`src/rtl/demux_capture_bank_pkg.sv`:
```
// Shared constants for the demux capture bank: default channel count, data width,
// and the channel-index width derivation.
package demux_capture_bank_pkg;

  localparam int N_DEF = 4;
  localparam int W_DEF = 8;

  // Channel index width; a single-bit index is kept even for degenerate counts.
  function automatic int idx_width(input int n);
    return (n < 2) ? 1 : $clog2(n);
  endfunction

endpackage

```
`src/rtl/rr_arbiter.sv`:
```
// Combinational round-robin picker. It selects the first requesting slot at or after
// the pointer, searching modulo N. When locked, it re-presents the pointer slot.
module rr_arbiter
  import demux_capture_bank_pkg::*;
#(
  parameter  int N    = N_DEF,
  localparam int LOGN = idx_width(N)
) (
  input  logic [N-1:0]    req,
  input  logic [LOGN-1:0] ptr,
  input  logic            lock,
  output logic [LOGN-1:0] grant,
  output logic            grantValid
);

  int unsigned idx;

  // First full slot at or after ptr; while locked the grant is pinned to ptr.
  always_comb begin
    grant      = '0;
    grantValid = 1'b0;
    idx        = 0;
    if (lock) begin
      grant      = ptr;
      grantValid = req[ptr];
    end else begin
      for (int unsigned k = 0; k < N; k++) begin
        idx = (32'(ptr) + k) % N;
        if (!grantValid && req[LOGN'(idx)]) begin
          grantValid = 1'b1;
          grant      = LOGN'(idx);
        end
      end
    end
  end

endmodule

```
`src/rtl/demux_capture_bank.sv`:
```
// Per-channel capture slots fed by demux strobes. Full slots are drained round-robin
// over a valid/ready handshake. The bank keeps sticky overflow and multi-hot flags.
module demux_capture_bank
  import demux_capture_bank_pkg::*;
#(
  parameter  int N    = N_DEF,
  parameter  int W    = W_DEF,
  localparam int LOGN = idx_width(N)
) (
  input  logic            clk,
  input  logic            reset,
  input  logic [N-1:0]    inStrobe,
  input  logic [W-1:0]    inData,
  output logic            outValid,
  input  logic            outReady,
  output logic [W-1:0]    outData,
  output logic [LOGN-1:0] outChannel,
  output logic [N-1:0]    slotFull,
  output logic [N-1:0]    overflow,
  output logic            multiHot,
  input  logic            clearFlags
);

  logic [W-1:0]    slot_data [N];
  logic [LOGN-1:0] ptr;
  logic            lock;
  logic [LOGN-1:0] grant;
  logic            grant_valid;
  logic            fire;
  logic            multi_now;

  rr_arbiter #(.N(N)) u_arb (
    .req        (slotFull),
    .ptr        (ptr),
    .lock       (lock),
    .grant      (grant),
    .grantValid (grant_valid)
  );

  // Output mux from the registered slots; idle outputs are driven to zero.
  always_comb begin
    outValid   = grant_valid;
    outChannel = '0;
    outData    = '0;
    if (grant_valid) begin
      outChannel = grant;
      outData    = slot_data[grant];
    end
    fire      = grant_valid & outReady;
    multi_now = (inStrobe & (inStrobe - N'(1))) != '0;
  end

  // Slot capture and drain, sticky flags, and the round-robin pointer and lock.
  // While stalled, the pointer is parked on the granted slot. A locked search from
  // there yields the same slot, and the granted slot cannot change because a full
  // slot ignores new captures.
  always_ff @(posedge clk) begin
    if (reset) begin
      slotFull <= '0;
      overflow <= '0;
      multiHot <= 1'b0;
      ptr      <= '0;
      lock     <= 1'b0;
      for (int unsigned i = 0; i < N; i++) slot_data[i] <= '0;
    end else begin
      for (int unsigned i = 0; i < N; i++) begin
        if (inStrobe[i]) begin
          if (!slotFull[i] || (fire && grant == LOGN'(i))) begin
            slot_data[i] <= inData;
            slotFull[i]  <= 1'b1;
            if (clearFlags) overflow[i] <= 1'b0;
          end else begin
            overflow[i] <= 1'b1;
          end
        end else begin
          if (fire && grant == LOGN'(i)) slotFull[i] <= 1'b0;
          if (clearFlags) overflow[i] <= 1'b0;
        end
      end
      if (multi_now) multiHot <= 1'b1;
      else if (clearFlags) multiHot <= 1'b0;
      if (fire) begin
        ptr  <= (grant == LOGN'(N - 1)) ? '0 : grant + LOGN'(1);
        lock <= 1'b0;
      end else if (grant_valid) begin
        ptr  <= grant;
        lock <= 1'b1;
      end else begin
        lock <= 1'b0;
      end
    end
  end

endmodule

```
`config.mk`:
```
export PLATFORM = sky130hd
export DESIGN_NAME = demux_capture_bank
export DESIGN_NICKNAME = d
export VERILOG_FILES = /design/src/rtl/demux_capture_bank_pkg.sv /design/src/rtl/rr_arbiter.sv /design/src/rtl/demux_capture_bank.sv
export SDC_FILE = /design/constraint.sdc
export NUM_CORES = 1
export LEC_CHECK = 0
export CORE_MARGIN = 5
export CORE_UTILIZATION = 55
export CTS_CLUSTER_DIAMETER = 150
export DETAILED_ROUTE_END_ITERATION = 10
export PLACE_DENSITY = 0.88
export RECOVER_POWER = 25
export SYNTH_ARGS = -nofsm -noshare
export SYNTH_HDL_FRONTEND = slang
export SYNTH_SLANG_ARGS = --single-unit
```
`constraint.sdc`:
```
create_clock -name clk -period 6.5 [get_ports clk]
set_input_delay 1.625 -clock clk [delete_from_list [all_inputs] [get_ports clk]]
set_output_delay 1.625 -clock clk [all_outputs]
set_load 0.02 [all_outputs]
```
==> impl_metrics.env, run 1 <==
export IMPL_status="finished, violations left"
export IMPL_failed_checks="max-capacitance violations, max-slew violations"
export IMPL_grt_pass1_vias=2365
export IMPL_setup_worst_path_class="flip-flop to output pin"
export IMPL_yosys_area_top_type_share_pct=32.6
export IMPL_vias=2527
export IMPL_p_total_mw=1.33
export IMPL_hp_start="overflow[1]"
export IMPL_synth_common_cells="edfxtp_1 (32), and2_1 (24), nand2_1 (19), a21oi_1 (16)"
export IMPL_clock_sinks=44
export IMPL_synth_nets=311
export IMPL_pre_cts_ws_ns=1.54
export IMPL_p_leak_nw=1.20
export IMPL_grt_max_degree=40
export IMPL_clkLatencyLatePin_ns=0.29
export IMPL_synthToLayoutAreaGrowth_pct=13.2
export IMPL_maxCapViolCount=1
export IMPL_syn_inst=294
export IMPL_coreArea_um2=5170
export IMPL_cp_start_kind="flip-flop"
export IMPL_relSlewSlack_pct=-7.76
export IMPL_async_flop_share_pct=0
export IMPL_setup_tns_ns=0
export IMPL_drive_gt1_share_pct=11.5
export IMPL_cp_arrival_ns=4.05
export IMPL_vdd_drop_max_uv=192
export IMPL_antenna_cells=0
export IMPL_dp_final_hpwl_um=5340
export IMPL_path_clk_slew_ns=0.08
export IMPL_grt_overflow=0
export IMPL_yosys_warnings=0
export IMPL_drt_pass1_iter_count=7
export IMPL_finalHoldViolCount=0
export IMPL_ios=36
export IMPL_num_rows=26
export IMPL_h_tree_depth=2
export IMPL_synth_seq_cells=44
export IMPL_antenna_found_initial=0
export IMPL_startpoint="slotFull[1]"
export IMPL_critPathSlowestCell="o21ai_0"
export IMPL_final_nets=331
export IMPL_crit_required_ns=4.88
export IMPL_post_cts_buffers=0
export IMPL_routedWlPerCell_um=19.1
export IMPL_synth_edf_count=32
export IMPL_drc=0
export IMPL_die_area_um2=6930
export IMPL_timing_fmax_mhz=176
export IMPL_yosysTopAreaCell="edfxtp_1"
export IMPL_synth_most_common_cell="edfxtp_1"
export IMPL_clock_path_buffers=2
export IMPL_fin_crit_sh_pct=87.4
export IMPL_worst_slew_pin_slew_ns=1.60
export IMPL_cts_tree="yes"
export IMPL_die_width_um=83.3
export IMPL_cp_top_family="compound AO/OA/AOI/OAI gates"
export IMPL_crit_fanout=20
export IMPL_cp_num_buf_inv=2
export IMPL_power_density_nw_per_um2=398
export IMPL_place_area_um2=3290
export IMPL_avgViaCountPerCell=6.58
export IMPL_hold_buffers=0
export IMPL_max_stage_delay_ns=1.22
export IMPL_post_place_cells=377
export IMPL_wirelength_um=7340
export IMPL_synth_area_leaders="edfxtp_1 (33%), dfxtp_1 (8.1%), and2_1 (5.1%)"
export IMPL_utilization_pct=64.6
export IMPL_design_area_um2=3340
export IMPL_place_port_buffers=35
export IMPL_cp_end_kind="output pin"
export IMPL_drtIter0Drc=393
export IMPL_reg2reg_from="slotFull[1]"
export IMPL_seq_area_frac_synth_pct=40.7
export IMPL_start_util_pct=57.1
export IMPL_hp_class="flip-flop to flip-flop"
export IMPL_fin_ws_ns=0.821
export IMPL_finalSetupViolations=0
export IMPL_final_max_slew_viol_count=13
export IMPL_synth_area_per_cell_um2=10.0
export IMPL_cp_cell_sequence="nor2b_1, a21oi_1, o21ai_0, nand2_2, inv_2, a2111oi_0, a311oi_1, clkdlybuf4s50_1"
export IMPL_cts_buffers=5
export IMPL_ys_flop_type="edfxtp_1"
export IMPL_synth_cell_types=68
export IMPL_gp_congestion=0.850
export IMPL_die_y_um=83.3
export IMPL_gr_usage_all_layers_pct=20.9
export IMPL_grt_pass1_wl_um=11900
export IMPL_cts_resized=0
export IMPL_drtAntennaViolNets=0
export IMPL_clock_root_buffer="clkbuf_8"
export IMPL_rsz0062_at_grt="false"
export IMPL_whs_ns=0.457
export IMPL_layout_cells_non_filler=384
export IMPL_synth_area_um2=2950
export IMPL_min_period_ns=5.68
export IMPL_clock_skew_ns=0.00812
-- cell usage in the layout, fill, tap and decap left out, types with 4 or more instances in the layout --
cell	n
nand2b_1	6
dlygate4sd3_1	10
nor2b_1	9
o2111ai_1	5
and4b_1	8
a221oi_1	5
a31o_2	7
a21oi_1	16
and3_1	5
and2_1	22
mux2i_1	9
a222oi_1	5
nand2_1	19
dfxtp_1	12
clkdlybuf4s50_1	25
o21ai_1	7
edfxtp_1	32
inv_2	5
inv_1	5
nor2_1	12
a22oi_1	5
a21o_1	4
a211oi_1	8
clkbuf_8	5
o31ai_1	5
-- worst paths after layout --
kind	slack, ns	to	depth (start not counted)
max	0.82	outData[5]	8
max reg2reg	2.53	slot_data[1][4]	6
min	0.46	overflow[1]	2
min reg2reg	0.46	overflow[1]	2
-- cell type report --
type / count / area (um2)
Tap cell: 70 / 87.6
Fill cell: 421 / 1830
Clock inverter: 2 / 7.51
Sequential cell: 44 / 1200
Clock buffer: 5 / 68.8
Inverter: 10 / 37.5
Multi-Input combinational cell: 216 / 1570
Timing Repair Buffer: 37 / 365
-- layer usage --
metal  wire [um]  global-route usage, %
met5           0                      0
met4         121                   7.13
met3         477                   2.48
met2        3540                   33.9
met1        3200                   28.8
-- worst register-to-register path: stages (launching register included) --
cell	delay, ns
dfxtp_1	0.79
nor2b_1	0.22
a21oi_1	0.05
o21ai_0	1.22
nand2_2	0.20
o41ai_1	1.10
and2_1	0.25
-- cell families (layout without fill, tap and decap cells) --
group	count (synthesis)	in the layout	synth area share [%]
compound gates	92	92	24.9
xor+xnor	1	1	0.297
fa+ha+maj	1	1	0.424
buf+inv	34	54	5.17
flops	44	44	40.7
mux	15	15	6.10
simple gates	107	107	22.4
-- where the power goes --
| group | internal [mW] | total [mW] | switching, mW | leakage (nW) |
|---|---|---|---|---|
| Clock | 0.0710 | 0.155 | 0.0840 | 0.0391 |
| Sequential | 0.342 | 0.396 | 0.0547 | 0.445 |
| Combinational | 0.334 | 0.780 | 0.446 | 0.720 |
| Total | 0.747 | 1.33 | 0.585 | 1.20 |
-- registers in the layout, indices dropped and copies added (netlist names) --
| register | cells |
|---|---|
| slot_data | 32 |
| overflow | 4 |
| slotFull | 4 |
| ptr | 2 |
| lock | 1 |
| multiHot | 1 |
(Power assumes the default switching activity.)
==> run 2, diff against run 1 <==
Settings changed: PLACE_DENSITY 0.88 to 0.91, SYNTH_HIERARCHICAL from default to 1.
==> run 2 against run 1 <==
  * The flow now finishes without violations
  * Final area decreased by 19%
  * Clock skew increased by 0.0025 ns
  * Clock power increased by 13%
  * Die area decreased by 21%
  * First-iteration DRC count decreased by 68%
  * Sequential share of layout area increased by 8.4 points
  * Sequential cell count unchanged
  * Via count decreased by 39%
  * Critical endpoint is now outData[7]
  * Largest cell class is now sequential cells
  * Highest routed layer unchanged
==> impl_metrics.env, run 2 <==
export IMPL_setup_worst_path_class="flip-flop to output pin"
export IMPL_h_tree_depth=2
export IMPL_clock_path_buffers=2
export IMPL_hold_buffers=0
export IMPL_synthToLayoutAreaGrowth_pct=20.6
export IMPL_drive_gt1_share_pct=7.59
export IMPL_vdd_drop_max_uv=169
export IMPL_grt_overflow=0
export IMPL_place_port_buffers=35
export IMPL_largestRegisters="slot_data x32, overflow x4, slotFull x4"
export IMPL_min_period_ns=4.85
export IMPL_syn_inst=188
export IMPL_synth_area_per_cell_um2=12.0
export IMPL_worst_slew_pin_slew_ns=0.702
export IMPL_num_rows=23
export IMPL_multiInputGateArea_um2=963
export IMPL_yosys_warnings=6
export IMPL_die_area_um2=5470
export IMPL_seq_area_frac_synth_pct=53.4
export IMPL_coreArea_um2=3970
export IMPL_setup_tns_ns=0
export IMPL_synth_edf_count=32
export IMPL_die_width_um=73.9
export IMPL_final_nets=243
export IMPL_finalSetupViolations=0
export IMPL_clock_skew_ns=0.0106
export IMPL_synth_cell_types=31
export IMPL_yosysTopAreaCell="edfxtp_1"
export IMPL_seqCellArea_um2=1200
export IMPL_final_common_cell="and2_1"
export IMPL_avgViaCountPerCell=5.62
export IMPL_wirelength_um=4550
export IMPL_timing_fmax_mhz=206
export IMPL_nFillCells=295
export IMPL_vias=1541
export IMPL_synth_area_leaders="edfxtp_1 (43%), and2_1 (11%), dfxtp_1 (11%)"
export IMPL_drc=0
export IMPL_clock_sinks=44
export IMPL_final_cell_mix="and2_1 (41), edfxtp_1 (32), clkdlybuf4s50_1 (27), a21oi_1 (12), dfxtp_1 (12)"
export IMPL_design_area_um2=2710
export IMPL_finalHoldViolCount=0
export IMPL_ys_flop_type="edfxtp_1"
export IMPL_yosys_area_top_type_share_pct=42.7
export IMPL_cts_tree="yes"
export IMPL_clock_root_buffer="clkbuf_8"
export IMPL_antenna_found_initial=0
export IMPL_synth_most_common_cell="and2_1"
export IMPL_async_flop_share_pct=0
export IMPL_rsz0062_at_grt="false"
export IMPL_path_clk_slew_ns=0.08
export IMPL_largest_reg_flops=32
export IMPL_routedWlPerCell_um=16.6
export IMPL_grt_pass1_vias=1550
export IMPL_status="completed"
export IMPL_synth_nets=208
export IMPL_post_place_cells=266
export IMPL_power_density_nw_per_um2=339
export IMPL_layout_cells_non_filler=274
export IMPL_gr_usage_all_layers_pct=18.5
export IMPL_fin_crit_sh_pct=74.6
export IMPL_whs_ns=0.472
export IMPL_gp_congestion=0.778
export IMPL_die_y_um=73.9
export IMPL_cp_arrival_ns=3.23
export IMPL_drt_pass1_iter_count=4
export IMPL_drtAntennaViolNets=0
export IMPL_p_total_mw=0.920
export IMPL_place_area_um2=2620
export IMPL_clkLatencyLatePin_ns=0.29
export IMPL_cp_end_kind="output pin"
export IMPL_cp_start_kind="flip-flop"
export IMPL_drtIter0Drc=126
export IMPL_top_register="slot_data"
export IMPL_cts_buffers=5
export IMPL_dp_final_hpwl_um=3110
export IMPL_cts_resized=0
export IMPL_crit_fanout=14
export IMPL_start_util_pct=56.6
export IMPL_maxCapViolCount=0
export IMPL_crit_required_ns=4.88
export IMPL_hp_class="flip-flop to flip-flop"
export IMPL_relSlewSlack_pct=53.2
export IMPL_synth_area_um2=2250
export IMPL_p_leak_nw=1.06
export IMPL_grt_pass1_wl_um=7560
export IMPL_ios=36
export IMPL_final_max_slew_viol_count=0
export IMPL_synth_common_cells="and2_1 (41), edfxtp_1 (32), a21oi_1 (12), dfxtp_1 (12)"
export IMPL_grt_max_degree=20
export IMPL_synth_seq_cells=44
export IMPL_antenna_cells=0
export IMPL_post_cts_buffers=0
==> run 2: report_power, final <==
part	leakage [nW]	switching, mW	internal (mW)
Clock	0.0510	0.0900	0.0848
Sequential	0.445	0.0303	0.337
Combinational	0.561	0.188	0.191
Total	1.06	0.308	0.612
==> run 2: per-stage QoR <==
stage,setup WS [ns],utilization (%)
after CTS,1.63,68.3
final,1.65,68.3
after global routing,1.40,68.3
after detailed placement,1.96,65.9
after floorplan,2.67,-
after global placement,2.01,65.9
==> run 2: final cells by class <==
| type | instances | share of cell area [%] |
|---|---|---|
| clock buffers | 6 | 3.05 |
| clock inverters | 2 | 0.369 |
| inverters | 7 | 0.969 |
| multi-input cells | 128 | 35.5 |
| flip-flops and latches | 44 | 44.3 |
| well taps | 50 | 2.31 |
| repair buffers | 37 | 13.5 |
==> run 2: path summary, 6_finish.rpt <==
| check | start | endpoint | slack, ns | depth (start not counted) |
|---|---|---|---|---|
| setup / recovery | slotFull[1] | outData[7] | 1.65 | 7 |
| hold / removal | overflow[0] | overflow[0] | 0.47 | 2 |
| setup reg to reg | slotFull[1] | slot_data[1][1] | 3.59 | 8 |
| hold reg to reg | overflow[0] | overflow[0] | 0.47 | 2 |
==> run 2: routing by layer <==
layer	track usage, %	vias to the layer above	part of all wire (%)
li1	-	751	-
met1	22.6	748	41
met2	32.8	35	54
met3	2.57	7	3.8
met4	7.44	0	1.4
met5	0	-	0
==> run 2: critical path, stage by stage, from the launching register on <==
cell	delay (ns)
dfxtp_1	0.55
nor2b_1	0.22
a21oi_1	0.05
o2bb2ai_1	0.17
a22o_1	0.61
mux4_1	0.62
and2_1	0.17
clkdlybuf4s50_1	0.54
==> run 2: cells by family (layout without fill, tap and decap cells) <==
family / Yosys count / after routing / share of synthesized area, %
and+or+nand+nor: 78 / 78 / 19.6
buffers and inverters: 16 / 52 / 3.73
muxes: 12 / 12 / 11.6
AOI/OAI and AO/OA: 34 / 34 / 9.41
DFF: 44 / 44 / 53.4
adders and majority gates: 4 / 4 / 2.23
==> run 3, diff against run 2 <==
Settings changed: CORE_UTILIZATION 55 to 53, PLACE_DENSITY 0.91 to 0.88.
Clock period 6.5 ns to 5.1 ns, I/O delays scaled along.
==> run 3 against run 2 <==
  * First-iteration DRC count grew 13%
  * Worst setup slack lost 1.1 ns
  * Die area grew 3.3%
  * Clock-buffer cell count is the same
  * Final area shrank 0.28%
  * Core utilization shrank 1.6 points
  * Global-route usage is essentially flat
  * Via count is essentially flat
  * Clock skew grew 0.00074 ns
  * Critical path depth is the same
  * Critical path type unchanged
  * Largest power group unchanged
==> impl_metrics.env, run 3 (synthesis results as in run 2) <==
export IMPL_status="completed"
export IMPL_relSlewSlack_pct=51.0
export IMPL_num_rows=23
export IMPL_largestRegisters="slot_data x32, overflow x4, slotFull x4"
export IMPL_finalHoldViolCount=0
export IMPL_h_tree_depth=2
export IMPL_ff2ff_setup_slack_ns=2.10
export IMPL_cp_top_family="compound AO/OA/AOI/OAI gates"
export IMPL_hp_class="flip-flop to flip-flop"
export IMPL_setup_worst_path_class="flip-flop to output pin"
export IMPL_antenna_cells=0
export IMPL_cp_start_kind="flip-flop"
export IMPL_gr_usage_all_layers_pct=18.5
export IMPL_final_nets=243
export IMPL_die_area_um2=5640
export IMPL_hold_buffers=0
export IMPL_routedWlPerCell_um=17.2
export IMPL_drive_gt1_share_pct=7.14
export IMPL_power_density_nw_per_um2=427
export IMPL_cp_num_buf_inv=1
export IMPL_nFillCells=302
export IMPL_hold_path_endpoint="overflow[0]"
export IMPL_vdd_drop_max_uv=225
export IMPL_grt_max_degree=20
export IMPL_drt_pass1_iter_count=4
export IMPL_grt_pass1_wl_um=7600
export IMPL_synthToLayoutAreaGrowth_pct=20.3
export IMPL_crit_fanout=14
export IMPL_clock_skew_ns=0.0113
export IMPL_maxCapViolCount=0
export IMPL_drtAntennaViolNets=0
export IMPL_utilization_pct=66.6
export IMPL_wirelength_um=4720
export IMPL_place_port_buffers=35
export IMPL_final_cell_mix="and2_1 (40), edfxtp_1 (32), clkdlybuf4s50_1 (25), a21oi_1 (12), dfxtp_1 (12)"
export IMPL_finalSetupViolations=0
export IMPL_drc=0
export IMPL_cts_resized=0
export IMPL_gp_congestion=0.762
export IMPL_clock_root_buffer="clkbuf_8"
export IMPL_whs_ns=0.472
export IMPL_start_util_pct=55.4
export IMPL_clock_path_buffers=2
export IMPL_min_period_ns=4.56
export IMPL_die_width_um=75.1
export IMPL_clock_sinks=44
export IMPL_worst_slew_pin_slew_ns=0.735
export IMPL_path_clk_slew_ns=0.08
export IMPL_cp_arrival_ns=3.29
export IMPL_max_stage_delay_ns=0.65
export IMPL_clkLatencyLatePin_ns=0.29
export IMPL_largest_reg_flops=32
export IMPL_r2r_end="slot_data[1][4]"
export IMPL_cp_end_kind="output pin"
export IMPL_timing_fmax_mhz=219
export IMPL_avgViaCountPerCell=5.62
export IMPL_drtIter0Drc=142
export IMPL_ios=36
export IMPL_rsz0062_at_grt="false"
export IMPL_cts_tree="yes"
export IMPL_reg2reg_from="slotFull[1]"
export IMPL_p_leak_nw=1.05
export IMPL_fin_crit_sh_pct=89.4
export IMPL_top_register="slot_data"
export IMPL_antenna_found_initial=0
export IMPL_coreArea_um2=4060
export IMPL_grt_overflow=0
export IMPL_cp_cell_sequence="nor2b_1, a21oi_1, o2bb2ai_1, a22o_1, mux4_1, and2_1, clkdlybuf4s50_1"
export IMPL_grt_pass1_vias=1505
export IMPL_post_cts_buffers=0
export IMPL_crit_required_ns=3.83
export IMPL_vias=1540
export IMPL_critPathSlowestCell="mux4_1"
export IMPL_die_y_um=75.1
export IMPL_final_max_slew_viol_count=0
export IMPL_reg2regPathDepth=8
export IMPL_final_common_cell="and2_1"
export IMPL_whs_path_depth=2
export IMPL_dp_final_hpwl_um=3320
export IMPL_p_total_mw=1.15
export IMPL_hp_start="overflow[0]"
export IMPL_cts_buffers=5
export IMPL_setup_tns_ns=0
export IMPL_pre_cts_ws_ns=0.859
export IMPL_fin_ws_ns=0.539
[run 3: cell count changes in the layout (fill, tap and decap cells not counted)]
cell / change
and2_1: -1
clkdlybuf4s50_1: -2
clkbuf_8: -1
clkinv_2: -1
clkbuf_1: +1
dlygate4sd3_1: +2
clkinvlp_4: +1
and2_0: +1
[run 3: how the worst max path moves through the flow]
stage,from,end,cells past startpoint
after global routing,slotFull[1],outData[7],7
after floorplan,slotFull[1],outChannel[1],8
after CTS,slotFull[1],outData[7],7
after detailed placement,slotFull[1],outData[7],7
after global placement,slotFull[1],outData[2],7
final,slotFull[1],outData[7],7
[run 3: stage by stage]
step           std cells  instance area (um2)
2_1_floorplan        188                 2250
3_3_place_gp         266                 2620
3_5_place_dp         266                 2620
4_1_cts              274                 2700
5_1_grt              274                 2700
6_report             274                 2700
[run 3: area by class of cell]
cell class                      instances  area [um2]  area share (%)
Clock buffer                            6        72.6            2.68
Clock inverter                          2        12.5           0.463
Inverter                                7        26.3           0.972
Multi-Input combinational cell        128         963            35.6
Sequential cell                        44        1200            44.4
Tap cell                               50        62.6            2.31
Timing Repair Buffer                   37         365            13.5
[run 3: per-layer routing]
metal | global-route usage, % | part of all wire, % | up-vias
li1 | - | - | 751
met2 | 32.3 | 52 | 43
met4 | 5.05 | 1.5 | 0
met1 | 23.4 | 41 | 738
met5 | 0 | 0 | -
met3 | 3.74 | 5.3 | 8
[run 3: tightest hold or removal path, cell delays in order (launching register included)]
cell	delay [ns]
dfxtp_1	0.33
nand2_1	0.04
o21ai_0	0.06
[run 3: where the power goes]
part | switching, mW | leakage, nW | internal (mW) | total, mW
logic | 0.239 | 0.566 | 0.242 | 0.481
registers | 0.0385 | 0.445 | 0.429 | 0.468
clock network | 0.110 | 0.0412 | 0.0956 | 0.206
total | 0.388 | 1.05 | 0.767 | 1.15
